**src/rtl/sub_serial.sv**
```systemverilog
// Bit-serial subtractor: latches a and b on a start request, then produces a - b
// LSB-first, one bit per clock, into a shift register with a final borrow flag.
//
// state | meaning
// IDLE  | waiting for en; result and borrow hold
// SUB   | one difference bit per cycle, WIDTH cycles
// DONE  | one-cycle done pulse; result valid
module sub_serial #(
  parameter int WIDTH = 8
) (
  input  logic             clk,
  input  logic             rst,
  input  logic             en,
  input  logic [WIDTH-1:0] a,
  input  logic [WIDTH-1:0] b,
  output logic [WIDTH-1:0] out,
  output logic             borrow_out,
  output logic             busy,
  output logic             done
);

  localparam int CW = $clog2(WIDTH);

  typedef enum logic [1:0] {
    IDLE = 2'd0,
    SUB  = 2'd1,
    DONE = 2'd2
  } state_t;

  state_t           state, state_nxt;
  logic [WIDTH-1:0] a_reg, b_reg;
  logic             borrow;
  logic [CW-1:0]    count;
  logic             diff, borrow_nxt, last_bit;

  assign diff       = a_reg[0] ^ b_reg[0] ^ borrow;
  assign borrow_nxt = (~a_reg[0] & b_reg[0]) | (~a_reg[0] & borrow) | (b_reg[0] & borrow);
  assign last_bit   = (count == CW'(WIDTH - 1));
  assign borrow_out = borrow;

  always_ff @(posedge clk or posedge rst) begin
    if (rst) state <= IDLE;
    else     state <= state_nxt;
  end

  always_comb begin
    state_nxt = state;
    busy      = 1'b1;
    done      = 1'b0;
    case (state)
      IDLE: begin
        busy = 1'b0;
        if (en) state_nxt = SUB;
      end
      SUB: begin
        if (last_bit) state_nxt = DONE;
      end
      DONE: begin
        done      = 1'b1;
        state_nxt = IDLE;
      end
      default: begin
        busy      = 1'b0;
        state_nxt = IDLE;
      end
    endcase
  end

  // The difference enters at the MSB so the first (LSB) bit lands at bit 0 after WIDTH shifts.
  always_ff @(posedge clk or posedge rst) begin
    if (rst) begin
      a_reg  <= '0;
      b_reg  <= '0;
      out    <= '0;
      borrow <= 1'b0;
      count  <= '0;
    end else if (state == IDLE && en) begin
      a_reg  <= a;
      b_reg  <= b;
      out    <= '0;
      borrow <= 1'b0;
      count  <= '0;
    end else if (state == SUB) begin
      out    <= {diff, out[WIDTH-1:1]};
      borrow <= borrow_nxt;
      a_reg  <= a_reg >> 1;
      b_reg  <= b_reg >> 1;
      count  <= count + 1'b1;
    end
  end

endmodule

```
**config.mk**
```make
export PLATFORM = sky130hd
export DESIGN_NAME = sub_serial
export DESIGN_NICKNAME = d
export VERILOG_FILES = /design/src/rtl/sub_serial.sv
export SDC_FILE = /design/constraint.sdc
export NUM_CORES = 1
export LEC_CHECK = 0
export CAP_MARGIN = 20
export CORE_MARGIN = 1.5
export CORE_UTILIZATION = 56
export CTS_BUF_LIST = sky130_fd_sc_hd__clkbuf_8
export DETAILED_ROUTE_END_ITERATION = 10
export GPL_TIMING_DRIVEN = 0
export PLACE_DENSITY_LB_ADDON = 0.25
export SLEW_MARGIN = 40
export SYNTH_ARGS = -nofsm -noshare
export SYNTH_HDL_FRONTEND = slang
export SYNTH_SLANG_ARGS = --single-unit
```
**constraint.sdc**
```tcl
create_clock -name clk -period 4.22 [get_ports clk]
set_input_delay 0.422 -clock clk [delete_from_list [all_inputs] [get_ports clk]]
set_output_delay 0.422 -clock clk [all_outputs]
set_load 0.05 [all_outputs]
```
==> impl_summary.txt, run 1 <==
----------------------------------------------------
[Global route]
  Grt met3 use ... 0.08889
  First-pass GRT wire length ... 4.374 mm
  Met1 usage ... 0.2622
  Largest net degree at the start of global routing ... 31
  Vias in the first global route ... 969
  GR met2 Demand/Resource ... 0.3577
  Global-route usage over all layers ... 0.2227
  Initial antenna violation count ... 0
  GRT busiest layer ... met2
  Remaining global-route overflow ... 0

[Setup path]
  Type of the worst setup path ... flop to output port
  Critical Path Stages ... 3
  Worst setup SP type ... flop
  Combined buffer and inverter count along the critical path ... 2
  Crit path max-delay family ... buffers and inverters
  Highest-delay cell along the critical path ... sky130_fd_sc_hd__clkdlybuf4s50_1
  Largest stage delay on the critical path ... 0.79 ns
  Worst flop-to-flop path startpoint ... state[1]
  CP required ... 3.80 ns
  Depth of the most critical reg-to-reg path ... 6
  Data arrival, critical path ... 1.86 ns
  CP Cell Sequence ... inv_1, ha_1, clkdlybuf4s50_1
  Largest fanout on the critical path ... 4
  CP Launch Point ... state[0]
  Worst setup EP type ... output port

[Clocking]
  Number of gates resized after CTS ... 0
  Worst-skew pair later-pin latency ... 0.28 ns
  CTS tree ... done
  Root buffer cell ... sky130_fd_sc_hd__clkbuf_8
  Hold buffer count at CTS ... 0
  Clk slew on worst S/H paths ... 0.06 ns
  Post-CTS Repair Setup Buffers ... 0
  Htree depth ... 2
  Total CTS buffers ... 5
  Buffer depth of the longest clock path ... 2
  TritonCTS sink count ... 30

[Power]
  Peak supply drop ... 0.6833 mV
  Logic gate share of total power ... 0.508
  Switching share of total power ... 0.4108
  Switching power total ... 0.6101 mW
  Power share of the clock group ... 0.155
  Internal Pwr Total ... 0.8751 mW
  Seq pwr share ... 0.337
  Power density relative to cell area ... 789.8 mW/mm^2
  Leakage power total ... 0.8754 nW

[Flow run]
  Max-cap violations ... 0

[Drt]
  Wire length reported by the detailed router ... 2.754 mm
  Number of routed nets with antenna violations ... 0
  Vias per Instance ... 5.256
  Vias post-DR ... 1025
  Number of DRC markers in iteration 0 ... 12
  Number of iterations in the first detailed-routing pass ... 4
  Number of design rule violations left after detail routing ... 0
  Final routed wire length divided by cell count ... 14.12 microns

[Place]
  Placed Instances ... 187
  GP Congestion ... 0.7189
  Half-perimeter wire length after placement ... 1.891 mm
  Port buffer count ... 29
  Cell area reported after detailed placement ... 0.001789 sq mm

[Timing]
  Min cycle time layout ... 2.278 ns
  Actual transition at the worst max-transition pin ... 0.6136 ns
  Count of endpoints failing hold in the final timing report ... 0
  Max-slew violation total from the final report ... 0
  Fin Hold WS ... 0.5423 ns
  Unrepaired setup endpoints after global routing ... false
  Setup TNS ... 0 ns
  Post-route fraction of the period consumed by the critical path ... 0.5398
  Setup-failing EPs final ... 0
  Worst slew margin ... 0.5904
  Peak Freq ... 439.0 MHz
  Maximum clock skew at final layout ... 0.003768 ns

[Synthesis]
  Cell accounting for the most synthesized area ... sky130_fd_sc_hd__dfrtp_1
  Netlist area before placement ... 0.001461 sq mm
  Unique masters post-synth ... 18
  Post-Synthesis Cells ... 128
  Number of nets in the synthesized netlist ... 155
  Number of synthesized register bits ... 30
  Synth top area cells ... sky130_fd_sc_hd__dfrtp_1 (51%), sky130_fd_sc_hd__mux2i_1 (16%), sky130_fd_sc_hd__ha_1 (6.0%)
  Post-Synthesis Mean Instance Area ... 11.42 sq um
  Post-synth top area share ... 0.5137
  Fraction of the yosys area taken by sequential cells ... 0.5137
  YS warnings ... 0

[Min path]
  Path class of the lowest-slack min-delay path ... primary input to asynchronous set/reset pin

[Layout]
  Count of inserted antenna diode cells ... 0
  Layout Cell Area excl Fill ... 0.001881 sq mm
  Ratio of cells with drive above 1 in the final layout ... 0.1212
  Fin nets ... 191
  Area growth from synthesis to final layout ... 28.68%
  Number of standard cells in the final layout excluding fillers ... 195
  Post-Route Utilization ... 0.7591

[Floorplanning]
  Die X ... 54.09 microns
  Height of the die ... 54.09 microns
  CORE AREA ... 0.002477 sq mm
  I/O pin total ... 30
  Starting density of the core ... 0.5899
  Count of standard-cell rows ... 18
  Die Area ... 0.002925 sq mm

[Status]
  Outcome ... finished, final reports clean

----------------------------------------------------
## cells in the mapped netlist (all sizes together)
cell	n
o22ai	1
nor2	12
a211oi	1
dfrtp	30
mux2i	24
xnor2	1
and2	1
o21ai	16
fa	1
mux2	2
ha	7
buf	8
inv	6
nand2	18
## final cells by class
cell class	instances	area [sq um]
flip-flops and latches	30	750.7
multi-input cells	84	613.1
fillers	184	596.8
repair buffers	29	290.3
clock buffers	6	82.58
plain buffers	8	72.57
well taps	30	37.54
inverters	6	25.02
clock inverters	2	8.758
## path summary, 6_finish.rpt
check,slack (ns),to
hold reg to reg,0.54,count[1]
setup reg to reg,2.65,state[1]
hold / removal,0.54,out[0]
min in group clk,0.54,count[1]
setup / recovery,1.94,busy
max in group asynchronous,3.27,a_reg[6]
## worst reg2reg max path: cells and delay by family, from the launching register on
kind                       cells  cell delay [ns]
AOI/OAI and AO/OA              1             0.20
adders and majority gates      1             0.17
buffers and inverters          3             0.36
DFF                            1             0.40
muxes                          1             0.32
## power by group through the flow
stage          Sequential [mW]  Combinational, mW  Clock [mW]
2_1_floorplan            0.572              0.493           0
3_3_place_gp             0.491              0.733           0
3_5_place_dp             0.501              0.757           0
4_1_cts                  0.499              0.764       0.240
5_1_grt                  0.511              0.823       0.251
6_report                 0.500              0.755       0.231
## layer usage
layer,up-vias,wire length (microns)
met4,0,46
li1,494,-
met1,499,1244
met5,-,0
met3,6,133
met2,26,1329
## cell families (layout without fill, tap and decap cells)
family,count (synthesis),after routing,synth area share
mux,26,26,0.1849
flops,30,30,0.5137
fa+ha+maj,8,8,0.07363
xor+xnor,1,1,0.005994
buf+inv,14,51,0.06678
compound gates,18,18,0.07363
simple gates,31,31,0.08133
## metrics by stage
| step | power, mW | setup WS (ns) |
|---|---|---|
| finish | 1.485 | 1.942 |
| global route | 1.586 | 1.853 |
| CTS | 1.503 | 1.925 |
| detailed placement | 1.258 | 2.243 |
| global placement | 1.224 | 2.270 |
| floorplan | 1.065 | 2.765 |
## cells in the final DEF (no fill, tap or decap)
| cell type | Yosys | routed |
|---|---|---|
| sky130_fd_sc_hd__o21ai_1 | 8 | 8 |
| sky130_fd_sc_hd__buf_4 | 3 | 3 |
| sky130_fd_sc_hd__clkbuf_8 | 0 | 6 |
| sky130_fd_sc_hd__fa_1 | 1 | 1 |
| sky130_fd_sc_hd__clkdlybuf4s50_1 | 0 | 29 |
| sky130_fd_sc_hd__dfrtp_1 | 30 | 30 |
| sky130_fd_sc_hd__inv_4 | 1 | 1 |
| sky130_fd_sc_hd__o21ai_0 | 8 | 8 |
| sky130_fd_sc_hd__buf_6 | 4 | 4 |
| sky130_fd_sc_hd__ha_1 | 7 | 7 |
| sky130_fd_sc_hd__a211oi_1 | 1 | 1 |
| sky130_fd_sc_hd__nand2_1 | 18 | 18 |
| sky130_fd_sc_hd__inv_2 | 0 | 1 |
| sky130_fd_sc_hd__xnor2_1 | 1 | 1 |
| sky130_fd_sc_hd__o22ai_4 | 1 | 1 |
| sky130_fd_sc_hd__nor2_1 | 12 | 12 |
| sky130_fd_sc_hd__and2_1 | 1 | 1 |
| sky130_fd_sc_hd__inv_1 | 5 | 5 |
| sky130_fd_sc_hd__mux2i_1 | 24 | 24 |
| sky130_fd_sc_hd__mux2_4 | 2 | 2 |
| sky130_fd_sc_hd__clkinv_2 | 0 | 1 |
| sky130_fd_sc_hd__buf_2 | 1 | 1 |
Note: power is estimated with default switching activity, not from simulation.
==> run 2, diff against run 1 <==
--- a/config.mk
+++ b/config.mk
@@ -7,7 +7,7 @@
 export LEC_CHECK = 0
 export CAP_MARGIN = 20
 export CORE_MARGIN = 1.5
-export CORE_UTILIZATION = 56
+export CORE_UTILIZATION = 52
 export CTS_BUF_LIST = sky130_fd_sc_hd__clkbuf_8
 export DETAILED_ROUTE_END_ITERATION = 10
 export GPL_TIMING_DRIVEN = 0
==> constraint.sdc (replaced) <==
create_clock -name clk -period 2.1 [get_ports clk]
set_input_delay 0.21 -clock clk [delete_from_list [all_inputs] [get_ports clk]]
set_output_delay 0.21 -clock clk [all_outputs]
set_load 0.05 [all_outputs]
==> impl_summary.txt, run 2 (synthesized netlist as in run 1, its figures left out) <==
----------------------------------------------------
[Drt]
  Number of iterations in the first detailed-routing pass ... 4
  Final routed wire length divided by cell count ... 13.95 microns
  Number of DRC markers in iteration 0 ... 18
  Wire length reported by the detailed router ... 2.735 mm
  Vias per Instance ... 5.250
  Vias post-DR ... 1029
  Number of routed nets with antenna violations ... 0
  Number of design rule violations left after detail routing ... 0

[Flow run]
  Max-cap violations ... 0

[Floorplanning]
  Die Area ... 0.003138 sq mm
  Count of standard-cell rows ... 19
  Die X ... 56.02 microns
  Height of the die ... 56.02 microns
  I/O pin total ... 30
  CORE AREA ... 0.002710 sq mm
  Starting density of the core ... 0.5392

[Global route]
  Remaining global-route overflow ... 0
  Global-route usage over all layers ... 0.1929
  Vias in the first global route ... 1013
  First-pass GRT wire length ... 4.671 mm
  Initial antenna violation count ... 0
  Largest net degree at the start of global routing ... 31

[Status]
  Outcome ... finished, final reports clean

[Layout]
  Area growth from synthesis to final layout ... 28.94%
  Most frequent standard cell in the layout excluding fill and tap cells ... sky130_fd_sc_hd__dfrtp_1
  Commonest cells after routing, fill and taps aside ... sky130_fd_sc_hd__dfrtp_1 (30), sky130_fd_sc_hd__clkdlybuf4s50_1 (28), sky130_fd_sc_hd__mux2i_1 (24)
  Ratio of cells with drive above 1 in the final layout ... 0.1212
  Count of inserted antenna diode cells ... 0
  Fin nets ... 191

[Min path]
  Path class of the lowest-slack min-delay path ... primary input to asynchronous set/reset pin

[Power]
  Internal Pwr Total ... 1.758 mW
  Peak supply drop ... 1.221 mV
  Logic gate share of total power ... 0.509
  Leakage power total ... 0.8853 nW
  Seq pwr share ... 0.334
  Power density relative to cell area ... 1585 mW/mm^2
  Switching share of total power ... 0.4114
  Power share of the clock group ... 0.157
  Switching power total ... 1.228 mW
  Design Power ... 2.986 mW

[Clocking]
  Htree depth ... 2
  CTS tree ... done
  Number of gates resized after CTS ... 0
  Total CTS buffers ... 5
  Worst-skew pair later-pin latency ... 0.28 ns
  TritonCTS sink count ... 30
  Post-CTS Repair Setup Buffers ... 0
  Hold buffer count at CTS ... 0
  Root buffer cell ... sky130_fd_sc_hd__clkbuf_8
  Buffer depth of the longest clock path ... 2
  Clk slew on worst S/H paths ... 0.07 ns

[Timing]
  Count of endpoints failing hold in the final timing report ... 0
  Setup-failing EPs final ... 0
  Min cycle time layout ... 1.967 ns
  Setup TNS ... 0 ns
  Worst slew margin ... 0.5800
  Max-slew violation total from the final report ... 0
  Actual transition at the worst max-transition pin ... 0.6290 ns
  Unrepaired setup endpoints after global routing ... false
  Post-route fraction of the period consumed by the critical path ... 0.9366
  Maximum clock skew at final layout ... 0.009397 ns
  Peak Freq ... 508.4 MHz

[Place]
  Port buffer count ... 29
  Half-perimeter wire length after placement ... 1.887 mm
  GP Congestion ... 0.7216

[Setup path]
  Type of the worst setup path ... flop to output port
  Worst setup EP type ... output port
  Data arrival, critical path ... 1.76 ns
  Largest fanout on the critical path ... 4
  CP required ... 1.89 ns
  Worst setup SP type ... flop

----------------------------------------------------
==> run 2: layout make-up <==
cell class	count	area, sq um
clock inverter	2	8.758
fill	217	825.8
inverter	6	25.02
multi-input combinational	84	613.1
buffer	8	72.57
tap	31	38.79
timing repair buffer	29	292.8
clock buffer	6	82.58
sequential	30	750.7
==> run 2: power by group through the flow <==
stage / registers (mW) / clock network (mW) / logic [mW]
global route: 1.03 / 0.508 / 1.65
floorplan: 1.15 / 0 / 0.991
CTS: 0.998 / 0.479 / 1.54
finish: 0.997 / 0.469 / 1.52
global placement: 0.986 / 0 / 1.48
detailed placement: 1.01 / 0 / 1.53
==> run 2: stage by stage <==
| stage | cell area, sq um | instances | util | hold WS, ns | setup slack (ns) |
|---|---|---|---|---|---|
| after floorplan | 1461 | 128 | - | 0.3008 | 0.6447 |
| after global placement | 1790 | 188 | 0.6607 | 0.5018 | 0.3601 |
| after global routing | 1884 | 196 | 0.6953 | 0.3964 | 0.07293 |
| after detailed placement | 1790 | 188 | 0.6607 | 0.5258 | 0.3257 |
| after CTS | 1882 | 196 | 0.6944 | 0.3585 | 0.01821 |
| final | 1884 | 196 | 0.6953 | 0.3374 | 0.1331 |
==> run 2: path summary, 6_finish.rpt <==
path / startpoint / to / slack, ns / cells after the start
worst max-delay path: state[0] / done / 0.13 / 3
min in group clk: a[4] / a_reg[4] / 0.47 / 3
max in group asynchronous: rst / out[7] / 1.35 / 2
worst min register to register: count[1] / count[1] / 0.53 / 2
worst max register to register: state[1] / state[1] / 0.52 / 6
worst min-delay path: rst / state[0] / 0.34 / 2
==> run 2: critical path, cell delays in order, from the launching register on <==
cell and delay, ns:
sky130_fd_sc_hd__dfrtp_1 0.42, sky130_fd_sc_hd__inv_1 0.12, sky130_fd_sc_hd__ha_1 0.15, sky130_fd_sc_hd__clkdlybuf4s50_1 0.79
==> run 2: layer usage <==
| metal | vias up | part of all wire | track usage |
|---|---|---|---|
| met5 | - | 0 | 0 |
| met4 | 0 | 0.011 | 0.06122 |
| met1 | 507 | 0.46 | 0.2504 |
| met2 | 22 | 0.48 | 0.3092 |
| li1 | 496 | - | - |
| met3 | 4 | 0.046 | 0.06047 |
